==> src/rtl/pc_bpred.sv <==
// Fetch-stage PC generator with a direct-mapped BTB of 2-bit saturating counters.
// EX-stage resolution redirects the PC and raises flush on a mispredict.
module pc_bpred #(
  parameter int unsigned            WORD_W      = 32,
  parameter logic [WORD_W-1:0]      PC_INIT     = '0,
  parameter int unsigned            BTB_ENTRIES = 16,
  parameter int unsigned            CNT_W       = 16
) (
  input  logic              CLK,
  input  logic              RST,
  input  logic              ihit,
  input  logic              stall,
  input  logic              halt,
  output logic [WORD_W-1:0] cpc,
  output logic [WORD_W-1:0] pc_plus,
  output logic              pred_taken,
  output logic [WORD_W-1:0] pred_target,
  input  logic              ex_valid,
  input  logic              ex_is_ctl,
  input  logic [WORD_W-1:0] ex_pc,
  input  logic              ex_taken,
  input  logic [WORD_W-1:0] ex_target,
  input  logic              ex_pred_taken,
  input  logic [WORD_W-1:0] ex_pred_target,
  output logic              flush,
  output logic [CNT_W-1:0]  mispred_cnt
);

  localparam int unsigned      IDX_W = $clog2(BTB_ENTRIES);
  localparam int unsigned      TAG_W = WORD_W - IDX_W - 2;
  localparam logic [WORD_W-1:0] FOUR = WORD_W'(4);

  logic [WORD_W-1:0]      cpc_q, cpc_d;
  logic [CNT_W-1:0]       cnt_q, cnt_d;
  logic [BTB_ENTRIES-1:0] valid_q, valid_d;
  logic [TAG_W-1:0]       tag_q    [BTB_ENTRIES];
  logic [TAG_W-1:0]       tag_d    [BTB_ENTRIES];
  logic [WORD_W-1:0]      target_q [BTB_ENTRIES];
  logic [WORD_W-1:0]      target_d [BTB_ENTRIES];
  logic [1:0]             ctr_q    [BTB_ENTRIES];
  logic [1:0]             ctr_d    [BTB_ENTRIES];

  logic [IDX_W-1:0]  rd_idx, wr_idx;
  logic [TAG_W-1:0]  rd_tag, wr_tag;
  logic              rd_hit, wr_hit;
  logic              ctl_mis;
  logic [WORD_W-1:0] redirect_pc;

  // Lookup on cpc reads registered state only, so a same-cycle update is not visible.
  always_comb begin
    rd_idx      = cpc_q[IDX_W+1:2];
    rd_tag      = cpc_q[WORD_W-1:IDX_W+2];
    rd_hit      = valid_q[rd_idx] && (tag_q[rd_idx] == rd_tag);
    pc_plus     = cpc_q + FOUR;
    pred_taken  = rd_hit && ctr_q[rd_idx][1];
    pred_target = target_q[rd_idx];
    cpc         = cpc_q;
  end

  always_comb begin
    ctl_mis     = (ex_taken != ex_pred_taken) ||
                  (ex_taken && (ex_target != ex_pred_target));
    flush       = ex_valid && (ex_is_ctl ? ctl_mis : ex_pred_taken);
    redirect_pc = (ex_is_ctl && ex_taken) ? ex_target : (ex_pc + FOUR);
    mispred_cnt = cnt_q;
  end

  always_comb begin
    cpc_d = cpc_q;
    if (halt)       cpc_d = cpc_q;
    else if (flush) cpc_d = redirect_pc;
    else if (stall) cpc_d = cpc_q;
    else if (ihit)  cpc_d = pred_taken ? pred_target : pc_plus;
  end

  always_comb begin
    cnt_d = cnt_q;
    if (flush && (cnt_q != '1)) cnt_d = cnt_q + CNT_W'(1);
  end

  always_comb begin
    wr_idx   = ex_pc[IDX_W+1:2];
    wr_tag   = ex_pc[WORD_W-1:IDX_W+2];
    wr_hit   = valid_q[wr_idx] && (tag_q[wr_idx] == wr_tag);
    valid_d  = valid_q;
    tag_d    = tag_q;
    target_d = target_q;
    ctr_d    = ctr_q;
    if (ex_valid && !halt) begin
      if (ex_is_ctl) begin
        if (wr_hit) begin
          if (ex_taken) begin
            if (ctr_q[wr_idx] != 2'b11) ctr_d[wr_idx] = ctr_q[wr_idx] + 2'd1;
            target_d[wr_idx] = ex_target;
          end else if (ctr_q[wr_idx] != 2'b00) begin
            ctr_d[wr_idx] = ctr_q[wr_idx] - 2'd1;
          end
        end else if (ex_taken) begin
          valid_d[wr_idx]  = 1'b1;
          tag_d[wr_idx]    = wr_tag;
          target_d[wr_idx] = ex_target;
          ctr_d[wr_idx]    = 2'b10;
        end
      end else if (ex_pred_taken) begin
        // A non-control instruction predicted taken means the entry aliased; drop it.
        valid_d[wr_idx] = 1'b0;
      end
    end
  end

  always_ff @(posedge CLK) begin
    if (RST) begin
      cpc_q   <= PC_INIT;
      cnt_q   <= '0;
      valid_q <= '0;
      for (int unsigned i = 0; i < BTB_ENTRIES; i++) begin
        tag_q[i]    <= '0;
        target_q[i] <= '0;
        ctr_q[i]    <= 2'b01;
      end
    end else begin
      cpc_q    <= cpc_d;
      cnt_q    <= cnt_d;
      valid_q  <= valid_d;
      tag_q    <= tag_d;
      target_q <= target_d;
      ctr_q    <= ctr_d;
    end
  end

endmodule

==> config.mk <==
export PLATFORM = sky130hd
export DESIGN_NAME = pc_bpred
export DESIGN_NICKNAME = d
export VERILOG_FILES = /design/src/rtl/pc_bpred.sv
export SDC_FILE = /design/constraint.sdc
export NUM_CORES = 2
export LEC_CHECK = 0
export CAP_MARGIN = 15
export CELL_PAD_IN_SITES_DETAIL_PLACEMENT = 0
export CELL_PAD_IN_SITES_GLOBAL_PLACEMENT = 2
export CORE_AREA = 2 2 356 358
export CTS_CLUSTER_DIAMETER = 40
export CTS_CLUSTER_SIZE = 24
export DETAILED_ROUTE_END_ITERATION = 8
export DIE_AREA = 0 0 358 360
export PLACE_DENSITY = 0.83
export REMOVE_ABC_BUFFERS = 1
export SLEW_MARGIN = 20
export SYNTH_ARGS = -nofsm -noshare
export SYNTH_HDL_FRONTEND = slang
export SYNTH_SLANG_ARGS = --single-unit
export TNS_END_PERCENT = 20
==> constraint.sdc <==
create_clock -name CLK -period 9.9 [get_ports CLK]
set_clock_uncertainty 0.15 [all_clocks]
set_input_delay 0.99 -clock CLK [delete_from_list [all_inputs] [get_ports CLK]]
set_output_delay 0.99 -clock CLK [all_outputs]
set_load 0.05 [all_outputs]
Yosys cells after proc, flatten, opt, wreduce, memory -nomap -nowiden --
Cells that the tools add are included.
Word-level totals: logic and storage cells 150, bits in registers 1024, input bits 105
Operators by class: magnitude comparators 6, $add $sub $neg 5, bitwise operators 10, equality and inequality tests 10, muxes and demuxes 46, reduce and logical (&&, ||, !) cells 22
Operator list (number):
- 512-bit bitwise mux | 1
- 416-bit bitwise mux | 1
- 32-bit 2-to-1 mux | 13
- 26-bit binary-select mux with 4-bit select | 2
- 26-bit 2-to-1 mux | 5
- 32-bit binary-select mux with 4-bit select | 1
- 32-bit demux with 4-bit select | 1
- 26-bit demux with 4-bit select | 1
- 32-bit by 3-bit adder with 32-bit output, second input constant | 2
- 32-bit bitwise mux | 2
- 16-bit 2-to-1 mux | 4
- 26-bit equality test | 2
- 16-bit AND | 2
- 32-bit inequality test | 1
- 16-bit NOT | 2
- 16-bit bitwise OR | 2
- 16-bit by 1-bit adder with 16-bit output, second input constant | 1
- 2-bit binary-select mux with 4-bit select | 2
- 16-bit inequality test, second input constant | 1
- 5-bit >= comparator, second input constant | 2
- 1-bit logical AND | 10
- 4-bit by 5-bit < comparator with 1-bit output, second input constant | 2
- 2-bit 2-to-1 mux | 5
- 4-bit NOT with 5-bit output | 2
- other kinds (19) | 32

Longest topological paths before layout --
depth in word-level cells 11, depth in mapped cells 18, depth with buffers taken out 11

Worst setup path before layout --
No wires, ideal clock.
path type flip-flop to output port, from register cpc_q[2] (netlist: cpc[2]), to output port pred_target[1], required time 8.760 ns, cell stages (with the launch flop) 10, setup slack 4.922 ns, buffers on the path 7, arrival 3.838 ns, cell sequence dfxtp_1 > buf_4 > buf_4 > buf_2 > buf_2 > buf_2 > buf_2 > buf_1 > mux4_2 > mux4_2
On the way: longest elaborated chain between the ends 4
RTL lines:
- start: declaration | RTL line 33 | logic [WORD_W-1:0] cpc_q, cpc_d;
- start signal: assignment | RTL line 122 | cpc_q <= cpc_d;
- 4-bit NOT with 5-bit output (implied by the code) | RTL line 56 | pred_target = target_q[rd_idx];
- 32-bit binary-select mux with 4-bit select | RTL line 56
- 32-bit 2-to-1 mux (implied by the code) (2 in series) | RTL line 56
- end: declaration | RTL line 17 | output logic [WORD_W-1:0] pred_target,
No other way between the ends. The select of a mux whose other input is x is not followed.

Worst setup path in the final report --
from register cpc_q[4] (netlist: cpc[4]), to output port pred_taken
On the way: longest elaborated chain between the ends 7
RTL lines:
- 4-bit NOT with 5-bit output (implied by the code) | RTL line 53, 55
- 26-bit binary-select mux with 4-bit select | RTL line 53 | rd_hit = valid_q[rd_idx] && (tag_q[rd_idx] == rd_tag);
- 26-bit 2-to-1 mux (implied by the code) (2 in series) | RTL line 53
- 26-bit equality test | RTL line 53
- 1-bit logical AND | RTL line 53
- 1-bit logical AND (*) | RTL line 55 | pred_taken = rd_hit && ctr_q[rd_idx][1];
- end: declaration | RTL line 16 | output logic pred_taken,
Every way passes the cells marked *; elsewhere a longest branch is shown, timed or not. The select of a mux whose other input is x is not followed.

==> flow_metrics.env <==
export IMPL_status="completed"
export IMPL_rsz0062_at_grt="false"
export IMPL_wl_met3_mm=21.2
export IMPL_fill_cells=11663
export IMPL_period_share_pct=74.7
export IMPL_ir_drop_mv=0.177
export IMPL_cts_resized=0
export IMPL_cts_tree="built"
export IMPL_final_max_slew_viol_count=0
export IMPL_io_buffers=218
export IMPL_startpoint_type="register"
export IMPL_fp_dieArea_um2=129000
export IMPL_holdPathStages=2
export IMPL_grt_total_usage_pct=33.2
export IMPL_multi_input_area_um2=29300
export IMPL_grt_pass1_vias=43353
export IMPL_crit_path_max_fanout=59
export IMPL_avgSynthCellArea_um2=9.19
export IMPL_wire_per_inst_um=29.5
export IMPL_place_hpwl_mm=132
export IMPL_drt_initial_drc_count=5439
export IMPL_ys_seq_elements=1024
export IMPL_slew_headroom_pct=18.3
export IMPL_nNetsFinal=5741
export IMPL_ys_flop_type="dfxtp_1"
export IMPL_top_layer="met5"
export IMPL_ys_seq_area_share_pct=39.2
export IMPL_maxCapViolations=0
export IMPL_initial_core_util_pct=41.8
export IMPL_whs_ps=299
export IMPL_drcViolationCount=0
export IMPL_area_delta_synth_final_pct=17.2
export IMPL_clk_latency_ps=820
export IMPL_hold_path_class="register to register"
export IMPL_synth_largest_area_cell="dfxtp_1"
export IMPL_async_flop_share_pct=0
export IMPL_grt_remaining_overflow=0
export IMPL_clk_pin_slew_ps=50
export IMPL_drive_gt1_share_pct=16.0
export IMPL_drt_met1_wl_mm=88.4
export IMPL_fmax_mhz=135
export IMPL_syn_inst=5686
export IMPL_rows=130
export IMPL_setup_tns_final_ps=0
export IMPL_seq_area_um2=20500
export IMPL_hold_viol=0
export IMPL_synth_area_um2=52300
export IMPL_ys_warn_count=0
export IMPL_synth_area_leaders="dfxtp_1 39%, mux4_2 16%, mux2i_1 9.6%"
export IMPL_post_cts_buffers=0
export IMPL_crit_type="register to output port"
export IMPL_clk_path_buf_depth=3
export IMPL_synth_top_area_share_pct=39.2
export IMPL_hold_buffers=0
export IMPL_drtAntennaViolNets=0
export IMPL_p_total_w=0.0112
export IMPL_p_leak_nw=22.8
export IMPL_worst_r2r_cell_count=11
export IMPL_p_per_area_nw_per_um2=183
export IMPL_setup_violations=0
export IMPL_first_pass_iters=6
export IMPL_clockRootBuffer="clkbuf_16"
export IMPL_chipHeight_um=360
export IMPL_dieWidth_um=358
export IMPL_grt_pass1_wl_mm=312
export IMPL_ios=219
export IMPL_gp_congestion=0.991
export IMPL_cts_buffers=163
export IMPL_cp_end_kind="output port"
export IMPL_cp_arrival_ps=6260
export IMPL_tightest_slew_ps=1230
export IMPL_clock_sinks=1024
export IMPL_synth_edff_count=0
export IMPL_met2_length_mm=99.9
export IMPL_routed_via_density=6.15
export IMPL_antenna_found_initial=6
export IMPL_wirelength_mm=219
export IMPL_cts_htree_levels=4
export IMPL_vias=45615
export IMPL_final_min_clock_period_ps=7400
export IMPL_ys_types=88
export IMPL_cp_required_ps=8760
export IMPL_core_um2=125000
export IMPL_grt_max_degree=220
## cell type report
cell class | count | area share (%)
multi-input cells | 4038 | 47.9
flip-flops and latches | 1024 | 33.5
clock inverters | 106 | 2.42
well taps | 1650 | 3.37
clock buffers | 196 | 7.22
diodes | 1 | 0.00408
repair buffers | 357 | 5.36
inverters | 44 | 0.274
## routing by layer
metal	global-route usage [%]	up-vias
li1	-	19963
met1	44.1	22707
met2	51.7	2440
met3	7.84	499
met4	13.9	6
met5	0	-
## cell usage after synthesis, types with 9 or more instances
cell	n
and2_1	18
nand2b_1	22
inv_1	40
nand4_1	38
a21oi_1	662
mux2_2	35
a2111oi_0	21
buf_1	55
o21ai_0	141
nand2_1	1162
a31oi_1	13
xnor2_1	71
nor4_1	23
xor2_1	62
a2bb2oi_1	9
dfxtp_1	1024
a211oi_1	19
buf_4	38
and3_1	17
nand3_1	133
mux4_2	371
o21a_1	10
a22oi_1	14
nor3_1	26
buf_2	58
nor2_1	457
nor2b_1	19
mux2i_1	499
o22ai_1	43
buf_6	24
clkbuf_1	401
## placed cells by master, fill, tap and decap left out, drive strengths merged, types with 8 or more instances in the layout
master         synthesis  routed
clkinvlp               0      21
inv                   42      60
clkinv                 2      44
nand4                 39      39
nand2               1162    1162
o22ai                 43      43
a31oi                 13      13
xnor2                 71      71
a211oi                19      19
a2bb2oi                9       9
nand3                133     133
mux2                  35      35
a21oi                662     662
a2111oi               22      22
a22oi                 18      18
nand2b                22      22
and2                  20      20
clkbuf               402     196
dfxtp               1024    1024
o21ai                142     142
nor4                  25      25
o21a                  10      10
mux2i                499     499
and3                  17      17
nor2b                 19      19
ha                     8       8
nor2                 457     457
xor2                  62      62
nor3                  27      27
clkdlybuf4s50          0     213
or2                    8       8
bufinv                 0      25
o32ai                  8       8
mux4                 372     372
buf                  178     144
## path summary, 6_finish.rpt
check	startpoint	end	slack, ps
worst max-delay path	cpc[4]$_SDFFE_PP0P_	pred_taken	2500
worst min-delay path	target_q[75]$_SDFFE_PP0P_	target_q[75]$_SDFFE_PP0P_	300
worst max register to register	cpc[3]$_SDFFE_PP0P_	cpc[0]$_SDFFE_PP0P_	4100
worst min register to register	target_q[75]$_SDFFE_PP0P_	target_q[75]$_SDFFE_PP0P_	300
## cells by family (layout without fill, tap and decap cells)
| logic type | count (synthesis) | after routing | synth area share, % |
|---|---|---|---|
| buffers and inverters | 624 | 703 | 5.32 |
| xor gates and xnor gates | 133 | 133 | 2.23 |
| muxes | 906 | 906 | 26.3 |
| other | 0 | 1 | 0 |
| adders and majority gates | 8 | 8 | 0.192 |
| and+or+nand+nor | 1969 | 1969 | 15.6 |
| AOI/OAI and AO/OA | 1022 | 1022 | 11.0 |
| DFF | 1024 | 1024 | 39.2 |
## stage by stage
stage | area, µm² | utilization (%) | cells | worst slack [ps]
after floorplan | 49700 | - | 5106 | -5720
after global routing | 61300 | 49.0 | 7415 | 2420
after CTS | 61300 | 49.0 | 7415 | 2700
final | 61300 | 49.0 | 7416 | 2500
after global placement | 55400 | 44.3 | 7113 | 3400
after detailed placement | 55400 | 44.3 | 7113 | 3340
## power by group
| group | total [W] | internal (W) | switching, W |
|---|---|---|---|
| sequential | 0.00419 | 0.00414 | 0.0000520 |
| clock | 0.00618 | 0.00389 | 0.00229 |
| combinational | 0.000872 | 0.000272 | 0.000600 |
## critical path: stages (launching register included)
cell and delay (ps):
dfxtp_4 880, buf_4 850, mux4_2 420, mux2i_1 510
a2bb2oi_1 230, o221ai_1 120, or3b_2 450, nor4b_1 450
and4_1 570, clkdlybuf4s50_1 900
## state kept, by name (all words and copies together), names as in the netlist, named ones only
name         count
cpc             32
mispred_cnt     16
tag_q          416
target_q       512
ctr_q           32
(Power assumes the default switching activity.)
